### src/rtl/pipe_game_ctrl.sv
// pipe_game_ctrl: scene FSM, Q-format bird physics, N_PIPE scrolling pipes with
// LFSR gap recycling, collision detection and saturating score.
module pipe_game_ctrl #(
  parameter int N_PIPE       = 3,
  parameter int FRAC         = 8,
  parameter int VEL0         = 70,
  parameter int ACC1         = -4,
  parameter int ACC2         = -6,
  parameter int VEL_BND      = 26,
  parameter int PIPE_SPEED   = 77,
  parameter int PIPE_SPACING = 50,
  parameter int GAP_H        = 10,
  parameter int KP_BUFLEN    = 5,
  parameter int COLLIDE_EN   = 1
) (
  input  logic                 clk,
  input  logic                 rst_n,
  input  logic [7:0]           inp,
  input  logic [7:0]           n_row,
  input  logic [7:0]           n_col,
  output logic [1:0]           scene,
  output logic [8:0]           bird,
  output logic [24*N_PIPE-1:0] pipes,
  output logic [15:0]          score
);

  localparam int YW = 16 + FRAC;
  localparam int PW = 8 + FRAC;
  localparam int KB = KP_BUFLEN;

  typedef enum logic [1:0] {
    SPLASH   = 2'd0,
    PLAYING  = 2'd1,
    GAMEOVER = 2'd2
  } scene_t;

  localparam logic signed [15:0] C_VEL0     = 16'(VEL0);
  localparam logic signed [15:0] C_ACC1     = 16'(ACC1);
  localparam logic signed [15:0] C_ACC2     = 16'(ACC2);
  localparam logic signed [15:0] C_VBND     = 16'(VEL_BND);
  localparam logic [PW-1:0]      C_SPEED    = PW'(PIPE_SPEED);
  localparam logic [PW-1:0]      C_RECYC    = PW'((N_PIPE * PIPE_SPACING) << FRAC);
  localparam logic [7:0]         C_GAP_H    = 8'(GAP_H);
  localparam logic [7:0]         C_GAP_HALF = 8'(GAP_H / 2);
  localparam logic [15:0]        C_SEED     = 16'hACE1;

  function automatic logic [15:0] lfsr_step(input logic [15:0] s);
    return {s[0] ^ s[2] ^ s[3] ^ s[5], s[15:1]};
  endfunction

  function automatic logic [7:0] alt_of(input logic signed [YW-1:0] y);
    logic [7:0] alt;
    if (y[YW-1]) begin
      alt = 8'd0;
    end else begin
      alt = y[FRAC+7:FRAC];
    end
    return alt;
  endfunction

  function automatic logic [PW-1:0] pos_init(input int idx);
    return PW'(((idx + 1) * PIPE_SPACING) << FRAC);
  endfunction

  scene_t               r_scene;
  logic signed [YW-1:0] r_y;
  logic signed [15:0]   r_v;
  logic signed [15:0]   r_a;
  logic                 r_flap;
  logic [7:0]           r_alt;
  logic [PW-1:0]        r_pos [N_PIPE];
  logic [7:0]           r_min [N_PIPE];
  logic [7:0]           r_max [N_PIPE];
  logic [KB-1:0]        r_kpbuf;
  logic [15:0]          r_lfsr;
  logic [15:0]          r_score;

  scene_t               w_scene_nxt;
  logic                 w_keypress;
  logic                 w_flap;
  logic                 w_update;
  logic                 w_init;
  logic                 w_start;
  logic                 w_hit;
  logic signed [YW-1:0] w_y_init;
  logic signed [YW-1:0] w_y_sum;
  logic signed [YW-1:0] w_y_ceil;
  logic signed [YW-1:0] w_y_top;
  logic signed [YW-1:0] w_y_nxt;
  logic signed [15:0]   w_v_nxt;
  logic signed [15:0]   w_a_nxt;
  logic [7:0]           w_half;
  logic [7:0]           w_min_init;
  logic [7:0]           w_max_init;
  logic [7:0]           w_gap_min;
  logic [8:0]           w_row;
  logic [PW-1:0]        w_pos_nxt [N_PIPE];
  logic [N_PIPE-1:0]    w_recyc;
  logic [7:0]           w_nrec;
  logic [16:0]          w_score_sum;
  logic [15:0]          w_score_nxt;
  logic                 w_unused;

  assign w_keypress = (inp == 8'd32);
  assign w_flap     = |r_kpbuf;
  assign w_half     = {1'b0, n_row[7:1]};
  assign w_min_init = w_half - C_GAP_HALF;
  assign w_max_init = w_min_init + C_GAP_H;
  assign w_y_init   = {{(YW-8-FRAC){1'b0}}, w_half, {FRAC{1'b0}}};
  assign w_y_ceil   = {{(YW-8-FRAC){1'b0}}, n_row, {FRAC{1'b0}}};
  assign w_y_top    = {{(YW-8-FRAC){1'b0}}, n_row - 8'd1, {FRAC{1'b0}}};
  assign w_y_sum    = r_y + YW'(r_v);
  assign w_unused   = ^n_col;

  // Collision: bird row must lie strictly inside the gap of every pipe at the bird column.
  always_comb begin
    w_hit = 1'b0;
    w_row = {1'b0, n_row} - {1'b0, r_alt};
    for (int i = 0; i < N_PIPE; i++) begin
      if ((COLLIDE_EN != 0) && (r_pos[i][FRAC+7:FRAC] <= 8'd6) &&
          !(({1'b0, r_min[i]} < w_row) && (w_row < {1'b0, r_max[i]}))) begin
        w_hit = 1'b1;
      end else begin
        w_hit = w_hit;
      end
    end
  end

  // Scene next-state; updates are gated on the next scene so death freezes at once.
  always_comb begin
    w_scene_nxt = r_scene;
    case (r_scene)
      SPLASH:   if (w_keypress) w_scene_nxt = PLAYING;  else w_scene_nxt = SPLASH;
      PLAYING:  if (r_y[YW-1] || w_hit) w_scene_nxt = GAMEOVER; else w_scene_nxt = PLAYING;
      GAMEOVER: if (w_keypress) w_scene_nxt = SPLASH;   else w_scene_nxt = GAMEOVER;
      default:  w_scene_nxt = SPLASH;
    endcase
    w_update = (r_scene == PLAYING)  && (w_scene_nxt == PLAYING);
    w_init   = (r_scene == GAMEOVER) && (w_scene_nxt == SPLASH);
    w_start  = (r_scene == SPLASH)   && (w_scene_nxt == PLAYING);
  end

  // Bird physics from old values, with the ceiling clamp.
  always_comb begin
    w_a_nxt = (r_v > C_VBND) ? C_ACC1 : C_ACC2;
    w_v_nxt = w_flap ? C_VEL0 : (r_v + r_a);
    w_y_nxt = w_y_sum;
    if (w_y_sum >= w_y_ceil) begin
      w_y_nxt = w_y_top;
      w_v_nxt = 16'sd0;
    end else begin
      w_y_nxt = w_y_sum;
    end
  end

  // Pipe scroll and recycle; all recycles in one cycle share the same gap draw.
  always_comb begin
    w_recyc   = '0;
    w_nrec    = 8'd0;
    w_gap_min = 8'd2 + {3'b000, r_lfsr[4:0]};
    if (({1'b0, w_gap_min} + {1'b0, C_GAP_H}) > ({1'b0, n_row} - 9'd2)) begin
      w_gap_min = n_row - 8'd2 - C_GAP_H;
    end else begin
      w_gap_min = w_gap_min;
    end
    for (int i = 0; i < N_PIPE; i++) begin
      w_pos_nxt[i] = r_pos[i];
      if (r_pos[i] >= C_SPEED) begin
        w_pos_nxt[i] = r_pos[i] - C_SPEED;
      end else begin
        w_pos_nxt[i] = C_RECYC;
        w_recyc[i]   = 1'b1;
        w_nrec       = w_nrec + 8'd1;
      end
    end
    w_score_sum = {1'b0, r_score} + {9'd0, w_nrec};
    w_score_nxt = w_score_sum[16] ? 16'hFFFF : w_score_sum[15:0];
  end

  // Scene register.
  always_ff @(posedge clk) begin
    if (!rst_n) r_scene <= SPLASH;
    else        r_scene <= w_scene_nxt;
  end

  // Free-running LFSR, reseeded only by reset.
  always_ff @(posedge clk) begin
    if (!rst_n) r_lfsr <= C_SEED;
    else        r_lfsr <= lfsr_step(r_lfsr);
  end

  // Keypress stretcher.
  always_ff @(posedge clk) begin
    if (!rst_n || w_init) r_kpbuf <= '0;
    else                  r_kpbuf <= KB'({w_keypress, r_kpbuf} >> 1);
  end

  // Bird state.
  always_ff @(posedge clk) begin
    if (!rst_n || w_init) begin
      r_y    <= w_y_init;
      r_v    <= C_VEL0;
      r_a    <= C_ACC1;
      r_flap <= 1'b0;
      r_alt  <= w_half;
    end else if (w_update) begin
      r_y    <= w_y_nxt;
      r_v    <= w_v_nxt;
      r_a    <= w_a_nxt;
      r_flap <= w_flap;
      r_alt  <= alt_of(w_y_nxt);
    end
  end

  // Pipe state.
  always_ff @(posedge clk) begin
    for (int i = 0; i < N_PIPE; i++) begin
      if (!rst_n || w_init) begin
        r_pos[i] <= pos_init(i);
        r_min[i] <= w_min_init;
        r_max[i] <= w_max_init;
      end else if (w_update) begin
        r_pos[i] <= w_pos_nxt[i];
        if (w_recyc[i]) begin
          r_min[i] <= w_gap_min;
          r_max[i] <= w_gap_min + C_GAP_H;
        end
      end
    end
  end

  // Score survives GAMEOVER->SPLASH and clears on a new round.
  always_ff @(posedge clk) begin
    if (!rst_n || w_start) r_score <= 16'd0;
    else if (w_update)     r_score <= w_score_nxt;
  end

  assign scene = r_scene;
  assign bird  = {r_alt, r_flap};
  assign score = r_score;

  // Pack pipes for the renderer.
  always_comb begin
    pipes = '0;
    for (int i = 0; i < N_PIPE; i++) begin
      pipes[24*i +: 24] = {r_pos[i][FRAC+7:FRAC], r_max[i], r_min[i]};
    end
  end

endmodule

### config.mk
export PLATFORM = sky130hd
export DESIGN_NAME = pipe_game_ctrl
export DESIGN_NICKNAME = d
export VERILOG_FILES = /design/src/rtl/pipe_game_ctrl.sv
export SDC_FILE = /design/constraint.sdc
export NUM_CORES = 1
export LEC_CHECK = 0
export ABC_AREA = 0
export ABC_CLOCK_PERIOD_IN_PS = 20200
export CAP_MARGIN = 30
export CORE_AREA = 2 2 222 115
export CTS_BUF_LIST = sky130_fd_sc_hd__clkbuf_16
export CTS_CLUSTER_DIAMETER = 100
export CTS_CLUSTER_SIZE = 12
export DETAILED_ROUTE_END_ITERATION = 10
export DIE_AREA = 0 0 224 117
export GPL_TIMING_DRIVEN = 0
export PLACE_DENSITY_LB_ADDON = 0.15
export SETUP_SLACK_MARGIN = 0.3
export SYNTH_ARGS = -nofsm -noshare
export SYNTH_HDL_FRONTEND = slang
export SYNTH_SLANG_ARGS = --single-unit
### constraint.sdc
create_clock -name clk -period 20.2 [get_ports clk]
set_clock_uncertainty 0.15 [all_clocks]
set_input_delay 5.05 -clock clk [delete_from_list [all_inputs] [get_ports clk]]
set_output_delay 5.05 -clock clk [all_outputs]
set_load 0.03 [all_outputs]
## Yosys cells after proc, flatten, opt, wreduce, memory -nomap -nowiden

Memory sizes are Yosys's and may differ from the RTL's.
Cells that the tools add are included.

- RAM bits: 96
- Input bits: 26
- Output and inout port bits: 99
- Logic and storage cells: 133
- Memory bits (read-only): 0
- Bits in latches: 0
- Flip-flop bits (word level): 104
- Memories: 3

- Shift operators: 0
- Bitwise operators: 12
- Div/mod/pow operators: 0
- Multiply operators: 0
- Mux-type cells: 50
- Reduce and logical (&&, ||, !) cells: 20
- $add $sub $neg: 18
- Equality and inequality tests: 4
- $lt $le $gt $ge: 15

Memory list:

| memory | words | width | rd ports | clocked after Yosys merged registers in | write ports | line | RTL |
|---|---|---|---|---|---|---|---|
| r_pos | 3 | 16 | 3 | 0 | 3 | 71 | `logic [PW-1:0] r_pos [N_PIPE];` |
| r_max | 3 | 8 | 3 | 0 | 3 | 73 | `logic [7:0] r_max [N_PIPE];` |
| r_min | 3 | 8 | 3 | 0 | 3 | 72 | `logic [7:0] r_min [N_PIPE];` |

Operator list:

| operator | count |
|---|---|
| $mux W16 | 9 |
| $mux W8 | 10 |
| $ge A16 B7 Y1 const B | 3 |
| $sub A16 B7 Y16 const B | 3 |
| $mux W15 | 2 |
| $lt A8 B9 Y1 | 3 |
| $lt A9 B8 Y1 | 3 |
| $add A24 B16 Y24 | 1 |
| $ge A24 B17 Y1 | 1 |
| $le A8 B3 Y1 const B | 3 |
| $mux W24 | 1 |
| $mux W1 | 22 |
| $add A16 B8 Y17 | 1 |
| $add A16 B16 Y16 | 1 |
| $add A8 B1 Y8 const B | 2 |
| $add A8 B4 Y8 const B | 2 |
| $gt A16 B6 Y1 const B | 1 |
| $mux W7 | 2 |
| $gt A7 B9 Y1 | 1 |
| $logic_and A1 B1 Y1 | 9 |
| $or A1 B1 Y1 | 9 |
| $sub A8 B2 Y9 const B | 1 |
| $sub A8 B8 Y9 | 1 |
| $eq A8 B6 Y1 const B | 1 |
| 17 further kinds | 27 |

## Depth between registers and ports, before layout

Gate-level depths: netlist of run 1.

- Word-level depth: 17
- Mapped depth: 22
- Depth with buffers taken out: 21

## Worst setup path before layout of run 1

No wires, ideal clock.

- Path type: in2reg
- Start: input port n_row[1]
- End: register r_v[10]
- Setup time: 0.115 ns
- Stages on the path: 19
- Slack: 10.078 ns
- Data arrival time: 9.857 ns
- Buffers on the path: 0
- Cell sequence: ha_1 a21o_1 a21o_1 a21o_1 a21o_1 a21o_1 a21o_1 xor2_1 inv_1 ha_1 and3_1 o311ai_0 and4_1 and4_1 nand4_1 o21a_1 inv_1 o311ai_0 o21a_1

- Cells in the longest elaborated chain, start to end: 14
- Elaborated cells on any way between the ends: 29
- Classes of those cells: add/sub (1); order compare (7); eq/ne (1); mux (6); reduce/logical (14)

RTL lines:

| what | line | RTL |
|---|---|---|
| start: declaration | 19 | `input logic [7:0] n_row,` |
| $sub A8 B8 Y9 | 118 | `w_row = {1'b0, n_row} - {1'b0, r_alt};` |
| $lt A8 B9 Y1 or $lt A9 B8 Y1 (tied branches) | 121 | `!(({1'b0, r_min[i]} < w_row) && (w_row < {1'b0, r_max[i]}))) begin` |
| $logic_and A1 B1 Y1 | 121 |  |
| $logic_not A1 Y1 | 121 |  |
| $logic_and A1 B1 Y1 | 120 | `if ((COLLIDE_EN != 0) && (r_pos[i][FRAC+7:FRAC] <= 8'd6) &&` |
| $mux W1 (3 in a row) | 120 |  |
| $logic_or A1 B1 Y1 | 134 | `PLAYING: if (r_y[YW-1] \|\| w_hit) w_scene_nxt = GAMEOVER; else w_scene_nxt = PLAYING;` |
| $mux W2 | 134 |  |
| $pmux W2 S3 | 132 | `case (r_scene)` |
| $logic_not A2 Y1 | 139 | `w_init = (r_scene == GAMEOVER) && (w_scene_nxt == SPLASH);` |
| $logic_and A1 B1 Y1 | 139 |  |
| $logic_or A1 B1 Y1 | 200 | `if (!rst_n \|\| w_init) begin` |
| end signal: assignment | 208 | `r_v <= w_v_nxt;` |
| end: declaration | 67 | `logic signed [15:0] r_v;` |

Several ways; a longest one is shown, not always the timed one.
A chain may end at the register's enable or synchronous reset.

==> run metrics, run 1 <==
largest net degree at the start of global routing=a little under 70; share of the synthesized area in the top cell type=roughly a quarter; Post-Route Setup TNS=0 ps; RSZ-0062 raised after global routing=false; CTS max path bufs=2; Rel. slew slack=31.8%; outcome=finished, final reports clean; max_cap viols=0; FFs w/ async S/R, synth=0%; Max Freq=just over 90 MHz; Core Rows=41; number of remaining DRC errors=0; Worst Path Required=~20,000 ps; Worst path top cell family by delay=simple AND/OR/NAND/NOR gates; Critical Path End Type=flop; TritonCTS Buffers=17; post-cts sizing count=0; Die ar.=0.0262 mm^2; CTS root buffer=clkbuf_16; Pleak=approximately 5.7 nW; final wirelength=around 36,000 um; filler instances=2,139; vias per cell=5.93; R2R depth=20; vias in the first global route=9,495; Post-Syn Instances=between 1,000 and 1,500; synth warn=0; Reg2Reg Setup Slack=approximately 15,000 ps; Arrival @ worst endpoint=between 10,000 and 15,000 ps; Placer Congestion=0.947; CP Launch Type=input pin; Net Sw Frac=32.1%; DIE HEIGHT=between 100 and 150 um; hold endpoint=r_lfsr[7]$_SDFF_PN1_; crit share post-route=53.1%; Max Fanout on Critical Path=11; via count=10,387; initial antenna violation count=1; Logic pwr share=23.0%; clk slew on worst S/H paths=~70 ps; setup violators final=0; synth top area cells=edfxtp_1 (26%), dfxtp_1 (12%), ha_1 (11%), xnor2_1 (4.2%), nand2_1 (3.6%); flops & latches, synth=about 180; Synth Net Count=about 1,400; Layout area overhead=17.6%; crit-path max cell delay=between 800 and 900 ps; initial core utilization=between 40% and 50%; Placeable Area=roughly 0.024 mm^2; initial drt markers=slightly below 1,000; Final ANT Viol Nets=0; Setup Crit Path Kind=input pin to flop; post-route core utilization=between 50% and 60%; gr usage total=about 28%; class of the worst hold path=flop to flop; Power Internal=between 0.0006 and 0.0007 W; chip width=~220 um; DP Wirelength=around 28,000 um; first-pass GRT wire length=around 55,000 um; Worst path most repeated cell=a21o_1; r2r endpoint=r_max[2][1]$_DFFE_PP_; R2R Path Start=r_alt[1]$_DFFE_PP_; nets=between 1,500 and 2,000; biggest area consumer among synthesized cells=edfxtp_1; hold_ws=between 200 and 300 ps; Final Hold Fails=0; IO Pins=125; Antenna Cells=0; EDFF count, synth=107; Reg power frac=between 40% and 50%; CTS sink cnt=182; # port buffers=~120; Pre-antenna DRT Iters=5; total congestion overflow=0; Post-CTS Repair Setup Buffers=0; CTS tree=yes; Worst VDD drop=~0.000064 V; Distinct cells, synth=between 70 and 80; cell area after synthesis=0.0121 mm^2; clock share of power=between 30% and 40%; CP Buf/Inv Count=3; hold path start=r_lfsr[8]$_SDFF_PN0_; DP Area=0.0137 mm^2; Top FF cell, synth=edfxtp_1; dpl ws=~9000 ps; syn_area_per_cell=9.46 um^2; critical path's slowest cell=clkdlybuf4s50_1; DR WL/cell=slightly above 20 um; power density over the cells=68.8 mW/mm^2; Max H-tree Level=4; share of layout cells above drive strength 1=approximately 7%; Skew-Pair Late Insertion Delay=around 470 ps; Hold-fix buffers, CTS=0; Slew Viols, Final=0; Design Area, Final=between 0.01 and 0.015 mm^2; final worst setup slack=approximately 9500 ps; worst slew pin tran=approximately 1000 ps; hold path depth=1; min cycle time layout=between 10,000 and 15,000 ps; register area share after synthesis=between 30% and 40%; Psw=roughly 0.00032 W; CP cell instances=clkdlybuf4s50_1 -> ha_1 -> a21o_1 -> a21o_1 -> a21o_1 -> a21o_1 -> a21o_1 -> a21o_1 -> xor2_1 -> inv_1 -> ha_1 -> and3_1 -> o311ai_0 -> and4_1 -> and4_1 -> and4b_1 -> nand2_1 -> nor2_1 -> buf_2 -> mux2i_1
## layout make-up
cell class	instances	area, um^2	share of cell area (%)
buffer	66	370	2.60
clock buffer	18	450	3.16
clock inverter	14	96.3	0.675
inverter	71	269	1.89
multi-input combinational	963	6790	47.6
sequential	182	4710	33.0
tap	322	403	2.82
timing repair buffer	117	1180	8.24
## worst max-delay path by stage
stage / start / to / slack, ps / cells after the start
after CTS: n_row[1] / r_v[10]$_SDFFE_PP0P_ / 9600 / 20
after detailed placement: n_row[1] / r_v[10]$_SDFFE_PP0P_ / 9120 / 20
after global routing: n_row[1] / r_v[10]$_SDFFE_PP0P_ / 9220 / 20
after global placement: n_row[1] / r_v[10]$_SDFFE_PP0P_ / 7670 / 20
after floorplan: n_row[1] / r_v[10]$_SDFFE_PP0P_ / 10080 / 19
final: n_row[1] / r_max[2][1]$_DFFE_PP_ / 9470 / 20
## per-stage QoR
stage,cells,power [W]
6_report,1753,0.000982
4_1_cts,1753,0.000980
3_3_place_gp,1720,0.000651
5_1_grt,1753,0.00102
2_1_floorplan,1282,0.000574
3_5_place_dp,1721,0.000656
## metal layers
metal	wire length (um)	vias to the layer above	part of all wire (%)	GRT usage (%)
met5	18	-	0.050	0
met4	276	2	0.77	5.02
met3	4350	26	12	9.39
met2	12900	494	36	35.3
met1	18200	4919	51	44.9
li1	-	4946	-	-
## logic make-up (layout without fill, tap and decap cells)
logic type                 Yosys count  count (layout)  synth area share (%)
AOI/OAI and AO/OA                  300             300                  16.5
adders and majority gates          109             109                  11.5
DFF                                182             182                  38.9
and+or+nand+nor                    405             405                  16.5
buffers and inverters              137             286                  5.25
xor gates and xnor gates            97              97                  7.01
other                                1               1                0.0309
muxes                               51              51                  4.31
## worst reg2reg max path: cells and delay by family, from the launching register on
kind	cells	cell delay [ps]
flops	1	390
buf+inv	3	780
fa+ha+maj	2	540
mux	1	280
xor+xnor	1	360
compound gates	7	1280
simple gates	6	1770
## power by group through the flow
stage | Combinational [W] | Clock [W] | Sequential, W
CTS | 0.000221 | 0.000330 | 0.000429
detailed placement | 0.000219 | 0 | 0.000437
finish | 0.000226 | 0.000327 | 0.000429
floorplan | 0.000117 | 0 | 0.000457
global placement | 0.000214 | 0 | 0.000438
global route | 0.000246 | 0.000346 | 0.000431
## layout by cell type (no fill, tap or decap), types with 11 or more instances in the layout
| cell type | instances |
|---|---|
| xnor2_1 | 58 |
| inv_1 | 71 |
| nor4_1 | 17 |
| a21o_1 | 26 |
| dfxtp_1 | 75 |
| o211ai_1 | 12 |
| and3_1 | 14 |
| o21a_1 | 16 |
| a211oi_1 | 18 |
| nand2_1 | 116 |
| nor3_1 | 19 |
| clkbuf_16 | 18 |
| and2_1 | 16 |
| ha_1 | 105 |
| nand2b_1 | 14 |
| o21ai_0 | 63 |
| a21oi_1 | 71 |
| buf_4 | 29 |
| or3_1 | 11 |
| nand3_1 | 35 |
| edfxtp_1 | 107 |
| a31oi_1 | 14 |
| a22o_1 | 17 |
| clkbuf_1 | 26 |
| nor2_1 | 101 |
| xor2_1 | 39 |
| clkdlybuf4s50_1 | 116 |
| mux2i_1 | 41 |
| buf_2 | 11 |
## registers in the layout (all words and copies together), names as in the netlist, 5 cells and up
register,count
r_y,24
score,16
r_kpbuf,5
r_v,15
r_max,24
r_lfsr,16
r_min,21
r_pos,48
r_alt,8
## Yosys cell counts (3+ instances only)
master	n
a21o_1	26
xnor2_1	58
a21boi_0	3
nor3_1	19
clkbuf_1	26
nand3b_1	3
o31ai_1	7
nor3b_1	10
buf_2	11
buf_4	29
o211ai_1	12
edfxtp_1	107
nor2b_1	10
a41oi_1	3
o311ai_0	3
or3_1	11
a311oi_1	8
mux2i_1	41
a2111oi_0	3
nand2_1	116
nor2_1	101
nand3_1	35
nand4_1	9
nand2b_1	14
dfxtp_1	75
fa_1	4
and3_1	14
o31a_1	4
a211oi_1	18
o21ai_0	66
and4_1	6
a21oi_1	71
mux2_2	10
o21a_1	16
and4b_1	3
o41ai_1	5
and2_1	16
xor2_1	39
a31oi_1	14
or4_1	6
nor4_1	17
or2_2	4
ha_1	105
a22o_1	17
inv_1	70
No activity file was read; power rests on OpenSTA's default activity.
==> inputs of run 2 (changes only) <==
--- a/config.mk
+++ b/config.mk
@@ -6,7 +6,7 @@
 export NUM_CORES = 1
 export LEC_CHECK = 0
 export ABC_AREA = 0
-export ABC_CLOCK_PERIOD_IN_PS = 20200
+export ABC_CLOCK_PERIOD_IN_PS = 10390
 export CAP_MARGIN = 30
 export CORE_AREA = 2 2 222 115
 export CTS_BUF_LIST = sky130_fd_sc_hd__clkbuf_16
==> constraint.sdc (replaced) <==
create_clock -name clk -period 10.39 [get_ports clk]
set_clock_uncertainty 0.15 [all_clocks]
set_input_delay 2.5975 -clock clk [delete_from_list [all_inputs] [get_ports clk]]
set_output_delay 2.5975 -clock clk [all_outputs]
set_load 0.03 [all_outputs]
==> results of run 2 <==
Same layout as run 1 (identical final DEF). Status: finished, final reports clean.
Main changes from that run: setup slack after placement 9120 ps -> 1760 ps; setup slack after layout 9470 ps -> 2110 ps; register-to-register setup slack 14510 ps -> 4700 ps; total power 0.000982 W -> 0.00191 W; worst IR drop on VDD 0.0000635 V -> 0.000124 V
